--- src/rtl/cp0_exc_ctrl_pkg.sv ---
// Shared CP0 definitions: register addresses, bit fields, ExcCodes, exception
// sequencer state encoding and event classes.
package cp0_exc_ctrl_pkg;

    localparam logic [31:0] EXC_VECTOR_DEFAULT = 32'hBFC0_0380;

    localparam logic [4:0] CP0_REG_BADVADDR = 5'd8;
    localparam logic [4:0] CP0_REG_STATUS   = 5'd12;
    localparam logic [4:0] CP0_REG_CAUSE    = 5'd13;
    localparam logic [4:0] CP0_REG_EPC      = 5'd14;

    localparam int STATUS_IE_BIT     = 0;
    localparam int STATUS_EXL_BIT    = 1;
    localparam int STATUS_IM_LSB     = 8;
    localparam int STATUS_BEV_BIT    = 22;
    localparam int CAUSE_EXCODE_LSB  = 2;
    localparam int CAUSE_IP_LSB      = 8;
    localparam int CAUSE_BD_BIT      = 31;

    localparam logic [4:0] EXC_INT  = 5'h00;
    localparam logic [4:0] EXC_ADEL = 5'h04;
    localparam logic [4:0] EXC_ADES = 5'h05;
    localparam logic [4:0] EXC_SYS  = 5'h08;
    localparam logic [4:0] EXC_BP   = 5'h09;
    localparam logic [4:0] EXC_RI   = 5'h0A;
    localparam logic [4:0] EXC_OV   = 5'h0C;

    typedef enum logic [1:0] {
        ST_IDLE,
        ST_DRAIN,
        ST_REDIRECT
    } exc_state_e;

    typedef enum logic [1:0] {
        EVT_NONE,
        EVT_INT,
        EVT_EXC,
        EVT_ERET
    } exc_evt_e;

    // Only address errors carry a meaningful faulting address.
    function automatic logic excode_has_badvaddr(input logic [4:0] code);
        return (code == EXC_ADEL) || (code == EXC_ADES);
    endfunction

endpackage

--- src/rtl/cp0_int_detect.sv ---
// Interrupt masking and event priority selection at the commit point.
// Purely combinational; interrupt > synchronous exception > ERET.
module cp0_int_detect
    import cp0_exc_ctrl_pkg::*;
(
    input  logic       commit_valid,
    input  logic       commit_exc,
    input  logic [4:0] commit_excode,
    input  logic       commit_eret,
    input  logic       status_ie,
    input  logic       status_exl,
    input  logic [7:0] status_im,
    input  logic [7:0] cause_ip,
    output exc_evt_e   evt_kind,
    output logic [4:0] evt_excode
);

    logic int_pending;

    always_comb begin
        int_pending = status_ie & ~status_exl & (|(status_im & cause_ip));
        evt_kind    = EVT_NONE;
        evt_excode  = EXC_INT;
        if (commit_valid) begin
            if (int_pending) begin
                evt_kind = EVT_INT;
            end else if (commit_exc) begin
                evt_kind   = EVT_EXC;
                evt_excode = commit_excode;
            end else if (commit_eret) begin
                evt_kind = EVT_ERET;
            end
        end
    end

endmodule

--- src/rtl/cp0_exc_ctrl.sv ---
// CP0 exception/ERET sequencer: accepts one event at the commit point, pulses
// the CP0 register writes, flushes, waits for drain, then redirects fetch.
//
// state       | meaning
// ST_IDLE     | commit point open, waiting for an interrupt/exception/ERET
// ST_DRAIN    | event taken, flush held, waiting for pipe_empty
// ST_REDIRECT | redirect_valid held with the target PC until redirect_ready
module cp0_exc_ctrl
    import cp0_exc_ctrl_pkg::*;
#(
    parameter logic [31:0] EXC_VECTOR = EXC_VECTOR_DEFAULT
) (
    input  logic        clk,
    input  logic        rst,
    input  logic        commit_valid,
    output logic        commit_ready,
    input  logic [31:0] commit_pc,
    input  logic        commit_bd,
    input  logic        commit_exc,
    input  logic [4:0]  commit_excode,
    input  logic [31:0] commit_badvaddr,
    input  logic        commit_eret,
    input  logic        status_ie,
    input  logic        status_exl,
    input  logic [7:0]  status_im,
    input  logic [7:0]  cause_ip,
    input  logic [31:0] epc_in,
    output logic        exception,
    output logic        eret_op,
    output logic        epc_we,
    output logic [31:0] epc_data,
    output logic        cause_we,
    output logic [4:0]  cause_excode,
    output logic        cause_bd,
    output logic        badvaddr_we,
    output logic [31:0] badvaddr_data,
    output logic        flush,
    input  logic        pipe_empty,
    output logic        redirect_valid,
    output logic [31:0] redirect_pc,
    input  logic        redirect_ready,
    output logic [15:0] exc_count
);

    exc_evt_e   evt_kind;
    logic [4:0] evt_excode;

    cp0_int_detect u_int_detect (
        .commit_valid  (commit_valid),
        .commit_exc    (commit_exc),
        .commit_excode (commit_excode),
        .commit_eret   (commit_eret),
        .status_ie     (status_ie),
        .status_exl    (status_exl),
        .status_im     (status_im),
        .cause_ip      (cause_ip),
        .evt_kind      (evt_kind),
        .evt_excode    (evt_excode)
    );

    exc_state_e  state_q, state_d;
    logic        flush_q, flush_d;
    logic        exception_q, exception_d;
    logic        eret_op_q, eret_op_d;
    logic        epc_we_q, epc_we_d;
    logic [31:0] epc_data_q, epc_data_d;
    logic        cause_we_q, cause_we_d;
    logic [4:0]  cause_excode_q, cause_excode_d;
    logic        cause_bd_q, cause_bd_d;
    logic        badvaddr_we_q, badvaddr_we_d;
    logic [31:0] badvaddr_data_q, badvaddr_data_d;
    logic [31:0] redirect_pc_q, redirect_pc_d;
    logic [15:0] exc_count_q, exc_count_d;

    always_comb begin
        state_d         = state_q;
        flush_d         = flush_q;
        exception_d     = 1'b0;
        eret_op_d       = 1'b0;
        epc_we_d        = 1'b0;
        cause_we_d      = 1'b0;
        badvaddr_we_d   = 1'b0;
        epc_data_d      = epc_data_q;
        cause_excode_d  = cause_excode_q;
        cause_bd_d      = cause_bd_q;
        badvaddr_data_d = badvaddr_data_q;
        redirect_pc_d   = redirect_pc_q;
        exc_count_d     = exc_count_q;

        case (state_q)
            ST_IDLE: begin
                if (evt_kind != EVT_NONE) begin
                    state_d = ST_DRAIN;
                    flush_d = 1'b1;
                    if (evt_kind == EVT_ERET) begin
                        eret_op_d     = 1'b1;
                        redirect_pc_d = epc_in;
                    end else begin
                        exception_d    = 1'b1;
                        cause_we_d     = 1'b1;
                        cause_excode_d = evt_excode;
                        cause_bd_d     = commit_bd;
                        // A nested exception under EXL must keep the original EPC.
                        if (!status_exl) begin
                            epc_we_d   = 1'b1;
                            epc_data_d = commit_bd ? (commit_pc - 32'd4) : commit_pc;
                        end
                        if (excode_has_badvaddr(evt_excode)) begin
                            badvaddr_we_d   = 1'b1;
                            badvaddr_data_d = commit_badvaddr;
                        end
                        exc_count_d   = exc_count_q + 16'd1;
                        redirect_pc_d = EXC_VECTOR;
                    end
                end
            end
            ST_DRAIN: begin
                if (pipe_empty) begin
                    state_d = ST_REDIRECT;
                end
            end
            ST_REDIRECT: begin
                if (redirect_ready) begin
                    state_d = ST_IDLE;
                    flush_d = 1'b0;
                end
            end
            default: begin
                state_d = ST_IDLE;
                flush_d = 1'b0;
            end
        endcase
    end

    always_ff @(posedge clk) begin
        if (rst) begin
            state_q         <= ST_IDLE;
            flush_q         <= 1'b0;
            exception_q     <= 1'b0;
            eret_op_q       <= 1'b0;
            epc_we_q        <= 1'b0;
            epc_data_q      <= 32'd0;
            cause_we_q      <= 1'b0;
            cause_excode_q  <= 5'd0;
            cause_bd_q      <= 1'b0;
            badvaddr_we_q   <= 1'b0;
            badvaddr_data_q <= 32'd0;
            redirect_pc_q   <= 32'd0;
            exc_count_q     <= 16'd0;
        end else begin
            state_q         <= state_d;
            flush_q         <= flush_d;
            exception_q     <= exception_d;
            eret_op_q       <= eret_op_d;
            epc_we_q        <= epc_we_d;
            epc_data_q      <= epc_data_d;
            cause_we_q      <= cause_we_d;
            cause_excode_q  <= cause_excode_d;
            cause_bd_q      <= cause_bd_d;
            badvaddr_we_q   <= badvaddr_we_d;
            badvaddr_data_q <= badvaddr_data_d;
            redirect_pc_q   <= redirect_pc_d;
            exc_count_q     <= exc_count_d;
        end
    end

    assign commit_ready   = (state_q == ST_IDLE);
    assign redirect_valid = (state_q == ST_REDIRECT);
    assign redirect_pc    = redirect_pc_q;
    assign flush          = flush_q;
    assign exception      = exception_q;
    assign eret_op        = eret_op_q;
    assign epc_we         = epc_we_q;
    assign epc_data       = epc_data_q;
    assign cause_we       = cause_we_q;
    assign cause_excode   = cause_excode_q;
    assign cause_bd       = cause_bd_q;
    assign badvaddr_we    = badvaddr_we_q;
    assign badvaddr_data  = badvaddr_data_q;
    assign exc_count      = exc_count_q;

endmodule

--- config.mk ---
export PLATFORM = sky130hd
export DESIGN_NAME = cp0_exc_ctrl
export DESIGN_NICKNAME = d
export VERILOG_FILES = /design/src/rtl/cp0_exc_ctrl_pkg.sv /design/src/rtl/cp0_int_detect.sv /design/src/rtl/cp0_exc_ctrl.sv
export SDC_FILE = /design/constraint.sdc
export NUM_CORES = 1
export LEC_CHECK = 0
export CORE_MARGIN = 2
export CORE_UTILIZATION = 35
export CTS_CLUSTER_SIZE = 24
export DETAILED_ROUTE_END_ITERATION = 10
export PLACE_DENSITY_LB_ADDON = 0.3
export SYNTH_ARGS = -nofsm -noshare
export SYNTH_HDL_FRONTEND = slang
export SYNTH_HIERARCHICAL = 1
export SYNTH_SLANG_ARGS = --single-unit
--- constraint.sdc ---
create_clock -name clk -period 5.1 [get_ports clk]
set_clock_uncertainty 0.2 [all_clocks]
set_input_delay 0.765 -clock clk [delete_from_list [all_inputs] [get_ports clk]]
set_output_delay 0.765 -clock clk [all_outputs]
set_load 0.02 [all_outputs]
==> impl_metrics.ini <==
[status]
outcome = finished, final reports clean

[timing]
maxSlewHeadroom_pct = 22.6
setup_viol = 0
rsz0062_at_grt = no
final_hold_viol_count = 0
worst_pin_slew_ns = 1.15
period_share_pct = 74.7
holdWs_ns = 0.254
setup_tns_ns = 0
period_needed_ns = 3.81
finalMaxSlewViolations = 0
fmaxAchievable_ghz = 0.262

[place]
place_area_um2 = 7770
gp_congestion = 0.823
port_buffers = 252
hpwl_mm = 11.7

[yosys]
synth_most_common_cell = dfxtp_1
synth_nets = 717
ys_warn_count = 6
async_flop_share_pct = 0
syn-cell-area_um2 = 5200
yosysTopAreaCell = dfxtp_1
synth_seq_cells = 125
seq_area_frac_synth_pct = 48.1
ys.flop_type = dfxtp_1
synth_enable_flop_cells = 0
synth_common_cells = dfxtp_1, nand2_1, nor2_1
netlist_top_cells_area = dfxtp_1, nand2_1, nor2_1
synth.distinct_cells = 52
syn_avg_cell_area_um2 = 8.84
synthCells = 588
netlist.area_leader.share_pct = 48.1

[layout]
nFillCells = 1281
fin_nets = 952
postLayoutCellArea_um2 = 8450
multi_input_area_um2 = 2460
drive_gt1_share_pct = 7.30
area.growth.synth_to_final_pct = 62.5
antennaDiodeCount = 0
seq_area_um2 = 2500

[clocking]
postCtsHoldBufs = 0
root_buffer = clkbuf_16
cts_buffers = 17
cts.reportedPaths.clkPinSlew_ns = 0.05
cts_buffer_depth = 2
clock-sinks = 125
htreeDepth = 4
cts_tree = yes
post_cts_buffers = 0
clkLatencyLatePin_ns = 0.40
cts_resized = 0

[power]
seqPwrFrac_pct = 36.6
comb_power_share_pct = 15.5
ir_worst_vdd_mv = 0.219
sw_frac_of_total_pct = 24.2
powerDensity_nw_per_um2 = 341
clkPwrFrac_pct = 47.9
p_leak_uw = 0.00292
switching_power_uw = 697
intPower_uw = 2190

[run]
cap_viol_max_count = 0

[floorplanning]
die_w_um = 126
dieArea_um2 = 15800
core.rowCount = 44
io_pins = 253
core_um2 = 14500
fp.dieH_um = 126
initial_core_util_pct = 35.8

[grt]
grt_max_degree = 64
grt_pass1_vias = 5065
track_usage_pct = 19.8
grt_overflow = 0
antenna_found_initial = 0
grt_first_pass_wirelength_mm = 25.2

[worst_setup_path]
crit_path_start_kind = input pin
r2r_start = state_q[1]
worstPathMaxFanout = 33
r2r_slack_ns = 2.35
cp.required_ns = 5.16
reg2reg_depth = 5
reg2reg_to = badvaddr_data[12]
arrival_ns = 3.87
critPathKind = in -> reg
endpoint_kind = flip-flop
crit_start = status_im[7]
endpoint = badvaddr_data[12]

[hold_path]
hold_class = reg -> reg

[routing]
final_antenna_net_count = 0
vias = 5056
drc = 0
drt_iter0_drc = 220
drt_pass1_iterations = 4
routed_via_density = 4.96
wirelength_mm = 16.1
wl_per_cell_um = 15.8
registers in the layout (all words and copies together) (netlist names), 2 cells and up:
register,flops
badvaddr_data,32
epc_data,32
redirect_pc,32
exc_count,16
cause_excode,5
state_q,2
power by group through the flow:
stage	Sequential, uW	Clock (uW)	Combinational, uW
after floorplan	1130	0	148
after global placement	1070	0	440
after detailed placement	1080	0	448
after CTS	1060	1410	451
after global routing	1060	1450	480
final	1060	1380	448
final cells by class:
| cell class | count | share of cell area [%] |
|---|---|---|
| clock buffer | 19 | 5.24 |
| clock inverter | 13 | 2.80 |
| inverter | 3 | 0.133 |
| multi-input combinational | 419 | 29.2 |
| sequential | 125 | 29.6 |
| tap | 184 | 2.73 |
| timing repair buffer | 257 | 30.3 |
worst min-delay path by stage:
| stage | to | startpoint | depth (start not counted) |
|---|---|---|---|
| floorplan | state_q[1] | state_q[1] | 2 |
| global placement | badvaddr_data[1] | badvaddr_data[1] | 2 |
| detailed placement | badvaddr_data[26] | badvaddr_data[26] | 2 |
| CTS | badvaddr_data[26] | badvaddr_data[26] | 2 |
| global route | badvaddr_data[10] | badvaddr_data[10] | 2 |
| finish | cause_excode[2] | cause_excode[2] | 2 |
logic make-up after synthesis:
logic type	count (synthesis)	synth area share [%]
simple gates	267	24.5
flops	125	48.1
compound gates	107	14.9
buf+inv	44	4.64
xor+xnor	41	6.91
mux	2	0.409
fa+ha+maj	2	0.481
through the flow:
stage | cells | utilization (%) | setup slack, ns | total power, uW
after floorplan | 588 | - | 2.10 | 1280
after global placement | 988 | 53.4 | 1.02 | 1510
after detailed placement | 988 | 53.4 | 0.860 | 1520
after CTS | 1020 | 58.1 | 1.29 | 2910
after global routing | 1020 | 58.1 | 0.979 | 2990
final | 1020 | 58.1 | 1.29 | 2880
cells in the final DEF (no fill, tap or decap), types with 4 or more instances in the layout:
cell type / netlist / layout
nor4_1: 8 / 8
bufinv_16: 0 / 6
nand3_1: 10 / 10
clkdlybuf4s50_1: 0 / 251
dfxtp_1: 125 / 125
a211oi_1: 21 / 21
nor3_1: 39 / 37
nand4_1: 4 / 4
nand2_1: 94 / 94
buf_4: 2 / 6
clkbuf_16: 0 / 17
o21ai_0: 4 / 4
or3_1: 7 / 7
a21oi_1: 45 / 45
a22o_1: 20 / 20
a311oi_1: 4 / 4
xor2_1: 15 / 15
nor2_1: 75 / 75
xnor2_1: 26 / 26
and3_1: 5 / 5
worst max-delay path, cell delays in order:
cell             delay (ns)
clkdlybuf4s50_1        0.41
a22oi_2                0.26
a41oi_4                0.20
nor2_1                 0.36
xnor2_1                0.21
nor2_1                 0.48
nand2_1                0.79
nand2_1                0.29
a21oi_1                0.09
layer usage:
metal  track usage (%)  part of all wire (%)  vias up
li1                  -                     -     2511
met1              22.8                    42     2363
met2              34.1                    50      158
met3              5.35                   5.7       24
met4              9.89                   2.4        0
met5                 0                     0        -
No activity file was read; power rests on OpenSTA's default activity.
==> RTL change (config.mk and constraints unchanged) <==
`badvaddr_data_q` no longer has a reset.
--- a/src/rtl/cp0_exc_ctrl.sv
+++ b/src/rtl/cp0_exc_ctrl.sv
@@ -145,5 +145,4 @@
             cause_bd_q      <= 1'b0;
             badvaddr_we_q   <= 1'b0;
-            badvaddr_data_q <= 32'd0;
             redirect_pc_q   <= 32'd0;
             exc_count_q     <= 16'd0;
@@ -159,8 +158,11 @@
             cause_bd_q      <= cause_bd_d;
             badvaddr_we_q   <= badvaddr_we_d;
-            badvaddr_data_q <= badvaddr_data_d;
             redirect_pc_q   <= redirect_pc_d;
             exc_count_q     <= exc_count_d;
         end
+    end
+
+    always_ff @(posedge clk) begin
+        badvaddr_data_q <= badvaddr_data_d;
     end
 
Function: changed (Yosys sat finds a counterexample within 4 cycles, from zero or initial values and one cycle with rst high).
==> RTL change against the unedited design <==
- sequential power is 4% higher
- largest power group unchanged
- die area fell by 2.7%
- non-clock buffer count is 2 higher
- largest cell class is now registers
- setup slack improved by 0.11 ns
- global-route usage grew 0.057 points
- area after synthesis fell by 2.7%
- sequential cell count unchanged
- cell area shrank 1.5%
- wire length fell by 1.4%
- total power down 7.2%
==> RTL change: results (changes against the unedited design) <==
status=finished clean; FFs w/ async S/R, synth=0 (unchanged); H-tree depth=4 (unchanged); crit-path max FO=24 (-27%); hpwl dp=12300 um (+5.1%); Post-synth EDFFs=32 (+32); Warnings, synthesis=6 (unchanged); TritonRoute pass-1 iters=4 (unchanged); drt total wl=15900 um (-1.4%); register area share after synthesis=0.558 (+0.0769); fillers=1197 (-6.6%); DR iter-0 viols=195 (-11%); Placed Area=7760 um^2 (-0.11%); synth unique cells=48 (-7.7%); Synth area leaders=dfxtp_1 37%, edfxtp_1 19%, nor2_1 5.9%; largest net degree at the start of global routing=43 (-33%); Post-Syn Area per Cell=10.5 um^2 (+19%); first-pass GRT wire length=23000 um (-8.7%); worst slack at placement=0.931 ns (+0.0711 ns); Leak=2.88 nW (-1.2%); CP arrival=3.81 ns (-0.06 ns); Final Non-Filler Cells=924 (-9.4%); Synth Instances=480 (-18%); vias in the first global route=4488 (-11%); GRT Util Overall=0.199 (+0.000569); internal power=0.00201 W (-8.3%); gpl congestion=0.810 (-1.6%); final-stage net count=860 (-9.7%); share of layout cells above drive strength 1=0.0927 (+0.0198); critical path's largest stage delay=0.54 ns (-0.25 ns); top cells by count, synth=93 x dfxtp_1, 79 x nor2_1, 35 x nand2_1; Syn Nets=609 (-15%); Slew headroom=0.177 (-0.0492); hold_ws=0.253 ns (-0.000870 ns); setup bufs post-CTS=0 (unchanged); Slowest-stage cell, CP=clkdlybuf4s50_1; register-to-register setup slack=2.50 ns (+0.15 ns); Worst VDD drop=0.249 mV (+14%); dpl cells=892 (-9.7%); period utilization=0.726 (-0.0216); CP top delay family=simple AND/OR/NAND/NOR gates; Area growth, synth to finish=64.5%; via count=4603 (-9.0%)
[RTL change: power by group through the flow]
stage	Clock [W]	Combinational (W)	Sequential (W)
3_3_place_gp	0	0.000437	0.00111
4_1_cts	0.00116	0.000448	0.00110
2_1_floorplan	0	0.000140	0.00117
3_5_place_dp	0	0.000446	0.00112
6_report	0.00114	0.000444	0.00110
5_1_grt	0.00121	0.000476	0.00110
[RTL change: kinds of logic (layout without fill, tap and decap cells)]
| family | Yosys count | count (layout) | share of synthesized area |
|---|---|---|---|
| fa+ha+maj | 2 | 2 | 0.00495 |
| buf+inv | 30 | 294 | 0.0257 |
| flops | 125 | 125 | 0.558 |
| simple gates | 208 | 208 | 0.213 |
| compound gates | 70 | 70 | 0.120 |
| mux | 1 | 1 | 0.00198 |
| xor+xnor | 44 | 44 | 0.0762 |
[RTL change: layout make-up]
| type | instances | share of cell area |
|---|---|---|
| Multi-Input combinational cell | 325 | 0.256 |
| Clock buffer | 20 | 0.0525 |
| Inverter | 3 | 0.00135 |
| Clock inverter | 12 | 0.0149 |
| Tap cell | 180 | 0.0271 |
| Sequential cell | 125 | 0.339 |
| Timing Repair Buffer | 259 | 0.309 |
[RTL change: metal layers]
metal / track usage / wire length (um) / share of wire / up-vias
li1: - / - / - / 2215
met1: 0.217 / 5970 / 0.38 / 2145
met2: 0.336 / 7750 / 0.49 / 203
met3: 0.0760 / 1610 / 0.10 / 40
met4: 0.100 / 531 / 0.033 / 0
met5: 0 / 0 / 0 / -
[RTL change: final timing paths]
path                   start  cells after the start               to
min          cause_excode[4]                      2  cause_excode[4]
max               status_exl                     10     epc_data[20]
min reg2reg  cause_excode[4]                      2  cause_excode[4]
max reg2reg       state_q[1]                      7     epc_data[20]
